<file path="config.mk">
export PLATFORM = sky130hd
export DESIGN_NAME = inst_mem_loader
export DESIGN_NICKNAME = d
export VERILOG_FILES = /design/src/rtl/inst_mem_loader_pkg.sv /design/src/rtl/inst_mem_loader_btn_debounce.sv /design/src/rtl/inst_mem_loader.sv
export SDC_FILE = /design/constraint.sdc
export NUM_CORES = 1
export LEC_CHECK = 0
export ABC_AREA = 1
export CELL_PAD_IN_SITES_DETAIL_PLACEMENT = 1
export CELL_PAD_IN_SITES_GLOBAL_PLACEMENT = 2
export CORE_MARGIN = 2
export CORE_UTILIZATION = 30
export CTS_CLUSTER_SIZE = 40
export DETAILED_ROUTE_END_ITERATION = 12
export GPL_TIMING_DRIVEN = 0
export PLACE_DENSITY_LB_ADDON = 0.1
export SYNTH_ARGS = -nofsm -noshare
export SYNTH_HDL_FRONTEND = slang
export SYNTH_SLANG_ARGS = --single-unit
</file>
<file path="constraint.sdc">
create_clock -name Clk -period 2.95 [get_ports Clk]
set_input_delay 0.59 -clock Clk [delete_from_list [all_inputs] [get_ports Clk]]
set_output_delay 0.59 -clock Clk [all_outputs]
set_load 0.03 [all_outputs]
</file>
<file path="src/rtl/inst_mem_loader_pkg.sv">
// Shared types and constants for the switch-driven instruction memory loader.
package inst_mem_loader_pkg;

  typedef enum logic [1:0] {
    ST_COLLECT = 2'd0,
    ST_WRITE   = 2'd1,
    ST_FULL    = 2'd2
  } state_e;

  localparam int unsigned BYTES_PER_WORD          = 4;
  localparam int unsigned BYTE_W                  = 8;
  localparam int unsigned LANE_W                  = 2;
  localparam int unsigned DEFAULT_DEBOUNCE_CYCLES = 4;

endpackage

</file>
<file path="src/rtl/inst_mem_loader_btn_debounce.sv">
// Button conditioner: 2-FF synchronizer, stability counter, one-cycle press pulse
// on the rising edge of the accepted (stable) level.
module btn_debounce
  import inst_mem_loader_pkg::*;
#(
  parameter int unsigned DEBOUNCE_CYCLES = DEFAULT_DEBOUNCE_CYCLES
) (
  input  logic Clk,
  input  logic Rst,
  input  logic Raw,
  output logic Pulse
);

  localparam int unsigned CNT_W = (DEBOUNCE_CYCLES > 1) ? $clog2(DEBOUNCE_CYCLES) : 1;
  localparam logic [CNT_W-1:0] CNT_LAST = CNT_W'(DEBOUNCE_CYCLES - 1);

  logic             sync1_q;
  logic             sync2_q;
  logic             stable_q;
  logic             pulse_q;
  logic [CNT_W-1:0] cnt_q;
  logic             differ_d;
  logic             accept_d;

  assign differ_d = (sync2_q != stable_q);
  assign accept_d = differ_d && (cnt_q == CNT_LAST);

  // Pulse is raised in the same edge that promotes a new high level to stable.
  always_ff @(posedge Clk) begin
    if (Rst) begin
      sync1_q  <= 1'b0;
      sync2_q  <= 1'b0;
      stable_q <= 1'b0;
      pulse_q  <= 1'b0;
      cnt_q    <= '0;
    end else begin
      sync1_q <= Raw;
      sync2_q <= sync1_q;
      pulse_q <= accept_d && sync2_q;
      if (accept_d) begin
        stable_q <= sync2_q;
        cnt_q    <= '0;
      end else if (differ_d) begin
        cnt_q <= cnt_q + CNT_W'(1);
      end else begin
        cnt_q <= '0;
      end
    end
  end

  assign Pulse = pulse_q;

endmodule

</file>
<file path="src/rtl/inst_mem_loader.sv">
// Assembles switch bytes little-endian into 32-bit words and writes them to
// sequential instruction memory addresses until memory is full.
module inst_mem_loader
  import inst_mem_loader_pkg::*;
#(
  parameter int unsigned DEBOUNCE_CYCLES = DEFAULT_DEBOUNCE_CYCLES,
  parameter int unsigned ADDR_W          = 6,
  parameter int unsigned DATA_W          = 32
) (
  input  logic              Clk,
  input  logic              Rst,
  input  logic [7:0]        Sw,
  input  logic              Load_btn,
  input  logic              Flush_btn,
  output logic              Mem_we,
  output logic [ADDR_W-1:0] Mem_addr,
  output logic [DATA_W-1:0] Mem_din,
  output logic [1:0]        Byte_idx,
  output logic [ADDR_W:0]   Word_count,
  output logic              Full,
  output logic [7:0]        LED
);

  localparam logic [ADDR_W:0]   WC_MAX    = {1'b1, {ADDR_W{1'b0}}};
  localparam logic [ADDR_W-1:0] ADDR_LAST = '1;
  localparam logic [LANE_W-1:0] LANE_LAST = LANE_W'(BYTES_PER_WORD - 1);

  logic load_pulse;
  logic flush_pulse;

  state_e              state_q;
  logic [DATA_W-1:0]   acc_q;
  logic [LANE_W-1:0]   byte_idx_q;
  logic [ADDR_W-1:0]   addr_q;
  logic [ADDR_W:0]     wc_q;
  logic                we_q;
  logic [DATA_W-1:0]   din_q;
  logic                full_q;
  logic [BYTE_W-1:0]   led_q;

  logic                last_lane_d;
  logic [DATA_W-1:0]   word_d;

  btn_debounce #(.DEBOUNCE_CYCLES(DEBOUNCE_CYCLES)) u_load_db (
    .Clk   (Clk),
    .Rst   (Rst),
    .Raw   (Load_btn),
    .Pulse (load_pulse)
  );

  btn_debounce #(.DEBOUNCE_CYCLES(DEBOUNCE_CYCLES)) u_flush_db (
    .Clk   (Clk),
    .Rst   (Rst),
    .Raw   (Flush_btn),
    .Pulse (flush_pulse)
  );

  // The final byte goes straight into the write word, bypassing the accumulator.
  assign last_lane_d = (byte_idx_q == LANE_LAST);
  assign word_d      = {Sw, acc_q[DATA_W-BYTE_W-1:0]};

  always_ff @(posedge Clk) begin
    if (Rst) begin
      state_q    <= ST_COLLECT;
      acc_q      <= '0;
      byte_idx_q <= '0;
      addr_q     <= '0;
      wc_q       <= '0;
      we_q       <= 1'b0;
      din_q      <= '0;
      full_q     <= 1'b0;
      led_q      <= '0;
    end else begin
      case (state_q)
        ST_COLLECT: begin
          // Load has priority; a coincident flush pulse is dropped.
          if (load_pulse) begin
            led_q                             <= Sw;
            acc_q[{byte_idx_q, 3'b000} +: 8] <= Sw;
            if (last_lane_d) begin
              din_q      <= word_d;
              we_q       <= 1'b1;
              byte_idx_q <= '0;
              state_q    <= ST_WRITE;
            end else begin
              byte_idx_q <= byte_idx_q + LANE_W'(1);
            end
          end else if (flush_pulse && (byte_idx_q != '0)) begin
            din_q      <= acc_q;
            we_q       <= 1'b1;
            byte_idx_q <= '0;
            state_q    <= ST_WRITE;
          end
        end
        ST_WRITE: begin
          we_q   <= 1'b0;
          acc_q  <= '0;
          addr_q <= addr_q + ADDR_W'(1);
          if (wc_q != WC_MAX) begin
            wc_q <= wc_q + (ADDR_W+1)'(1);
          end
          if (addr_q == ADDR_LAST) begin
            full_q  <= 1'b1;
            state_q <= ST_FULL;
          end else begin
            state_q <= ST_COLLECT;
          end
        end
        ST_FULL: begin
          state_q <= ST_FULL;
        end
        default: begin
          state_q <= ST_COLLECT;
        end
      endcase
    end
  end

  assign Mem_we     = we_q;
  assign Mem_addr   = addr_q;
  assign Mem_din    = din_q;
  assign Byte_idx   = byte_idx_q;
  assign Word_count = wc_q;
  assign Full       = full_q;
  assign LED        = led_q;

endmodule

</file>
==> metrics.yaml <==
timing:
  fmax_ghz: 0.4023
  period_share_pct: 84.25
  rsz0062_at_grt: "no"
  slew_headroom_pct: 55.64
  setup_viol: 0
  finalSetupTns_ns: 0
  hold_ws_ns: 0.4116
  maxSlewViolCount: 0
  finalCriticalPeriod_ns: 2.486
  tightest_slew_ns: 0.6654
  skew_ns: 0.004658
  hold_viol: 0
critical_path:
  path_class: "reg -> reg"
  cp_data_arrival_time_ns: 2.71
  worstPathRequired_ns: 3.17
  critPathCapture: "Mem_din[21]$_SDFFE_PP0P_"
  reg2reg_to: "Mem_din[21]$_SDFFE_PP0P_"
  critPathLaunch: "Byte_idx[0]$_SDFFE_PP0P_"
  critPathMaxFanout: 11
  end_kind: "flop"
  crit_path_start_kind: "flop"
  reg2reg_depth: 9
  worstReg2RegStart: "Byte_idx[0]$_SDFFE_PP0P_"
  r2r_slack_ns: 0.46
global_route:
  grt_max_degree: 16
  grt_pass1_vias: 4324
  grt_pass1_wl_um: 22270
  grt_usage_pct: 18.07
  grt-ovfl-total: 0
  antenna_found_initial: 0
clock_network:
  cts_buffer_depth: 2
  cts_tree: "yes"
  cts.sinks: 103
  clock_latency_ns: 0.36
  clk_pin_slew_worst_paths_ns: 0.07
  htree_levels: 3
  clockRootBuffer: "clkbuf_16"
  numCtsBuffers: 9
  post_cts_buffers: 0
finish:
  most-common-layout-cells: "nand2_1 (129), dfxtp_1 (102), nor2_1 (85)"
  multiInputGateArea_um2: 1946
  antenna_cells: 0
  drive_gt1_share_pct: 6.324
  final_common_cell: "nand2_1"
  seqCellArea_um2: 2063
  fill_cells: 1787
  areaGrowthSynthToFinish_pct: 28.16
  final_net_count: 698
  utilization_pct: 38.84
logic_synthesis:
  synth_area_um2: 4354
  yosysTopAreaCell: "dfxtp_1"
  syn_nets: 619
  synth_cell_types: 30
  yosysTopAreaCellShare_pct: 47.36
  ys_warn_count: 0
  ys_ff_latch: 103
  synth_area_per_cell_um2: 7.306
  syn_inst: 596
  seq_area_frac_synth_pct: 47.36
  synth_top_cells_by_area: "dfxtp_1 (47%), nand2_1 (11%), nand3_1 (8.3%)"
placed_design:
  dp_hpwl_um: 9929
  portBuffers: 68
  place_congestion: 0.8319
status:
  outcome: "completed"
routing:
  first_pass_iters: 4
  drcViolationCount: 0
  wl_per_cell_um: 15.41
  wl_um: 13320
  ant_nets: 0
  dr_total_vias: 4050
  vias_per_cell: 4.688
  initialDrtViolationCount: 187
pwr:
  ir_drop_v: 0.0002374
  cellLeakagePower_nw: 2.123
  power_mw: 2.721
  p_per_area_nw_per_um2: 487.5
die:
  start_util_pct: 30.30
  rows: 44
  die_w_um: 124.5
  die-area_um2: 15490
  die_y_um: 124.5
  io_pins: 69
  coreArea_um2: 14370
job:
  cap_violations: 0
min_path:
  hold_path_class: "reg -> reg"
-- Yosys cell counts --
master and n:
nand2_1 129, dfxtp_1 103, nor2_1 85, nand3_1 72
a21oi_1 61, inv_1 51, o21ai_0 15, clkbuf_1 13
ha_1 11, buf_2 10, and3_1 8, a21boi_0 6
nand4_1 5, buf_4 3, inv_2 3, a211oi_1 2
buf_1 2, nand2_2 2, nor2_2 2, nor2_4 2
o21a_1 2, a21oi_4 1, a31oi_1 1, buf_6 1
clkinv_1 1, nand3_2 1, nor3_1 1, o211ai_1 1
or2_2 1, xor2_1 1
-- cells by family (layout without fill, tap and decap cells) --
logic type | count (synthesis) | count (layout) | share of synthesized area [%]
AO/OA/AOI/OAI | 89 | 89 | 11.15
XOR/XNOR | 1 | 1 | 0.2012
adder cells (fa/ha/maj) | 11 | 11 | 3.161
buffers and inverters | 84 | 168 | 7.960
flip-flops | 103 | 103 | 47.36
AND/OR/NAND/NOR | 308 | 308 | 30.17
-- sequential cells by signal (all words and copies together) (netlist names), 2 cells and up --
register / flops
Mem_din: 32
acc_q: 32
LED: 8
Word_count: 7
Mem_addr: 6
Byte_idx: 2
state_q: 2
u_flush_db.cnt_q: 2
u_load_db.cnt_q: 2
-- routing by layer --
layer	wire (um)	track usage (%)
met1	6631	24.56
met2	6106	29.12
met3	374	3.050
met4	203	6.081
met5	0	0
-- report_power, final --
group	internal, mW	switching (mW)
logic	0.0209	0.0481
clock network	0.726	0.531
registers	1.39	0.00165
-- worst max-delay path, cell delays in order (launching register included) --
cell and delay [ns]:
dfxtp_2 0.50, clkinvlp_4 0.28, ha_1 0.32, inv_2 0.16, nand2_1 0.12, a21oi_4 0.30
nand2_2 0.25, buf_2 0.28, nand2_1 0.08, a21oi_1 0.06
-- through the flow --
| stage | cell area, um^2 | cells | setup WS [ns] |
|---|---|---|---|
| finish | 5580 | 864 | 0.4645 |
| global route | 5580 | 864 | 0.2508 |
| CTS | 5575 | 864 | 0.09015 |
| detailed placement | 5265 | 848 | 0.1094 |
| global placement | 5265 | 848 | 0.1911 |
| floorplan | 4354 | 596 | 0.7323 |
-- cell type report --
class | instances | share of cell area, %
plain buffers | 29 | 2.511
clock buffers | 13 | 4.843
clock inverters | 3 | 0.7175
inverters | 55 | 3.767
multi-input cells | 409 | 34.87
flip-flops and latches | 103 | 36.97
well taps | 184 | 4.126
repair buffers | 68 | 12.20
-- worst min-delay path by stage --
| stage | startpoint | end | cells past startpoint |
|---|---|---|---|
| after floorplan | u_flush_db.sync1_q$_SDFF_PP0_ | u_flush_db.sync2_q$_SDFF_PP0_ | 2 |
| after global placement | u_load_db.sync1_q$_SDFF_PP0_ | u_load_db.sync2_q$_SDFF_PP0_ | 2 |
| after detailed placement | u_load_db.sync1_q$_SDFF_PP0_ | u_load_db.sync2_q$_SDFF_PP0_ | 2 |
| after CTS | u_load_db.sync1_q$_SDFF_PP0_ | u_load_db.sync2_q$_SDFF_PP0_ | 2 |
| after global routing | u_flush_db.sync1_q$_SDFF_PP0_ | u_flush_db.sync2_q$_SDFF_PP0_ | 2 |
| final | u_load_db.sync1_q$_SDFF_PP0_ | u_load_db.sync2_q$_SDFF_PP0_ | 2 |
-- what timing repair did --
action                     4_1_cts  5_1_grt
setup endpoints to repair        0       28
hold buffers                     0        0
resized for setup                0        2
No activity file was read; power rests on OpenSTA's default activity.
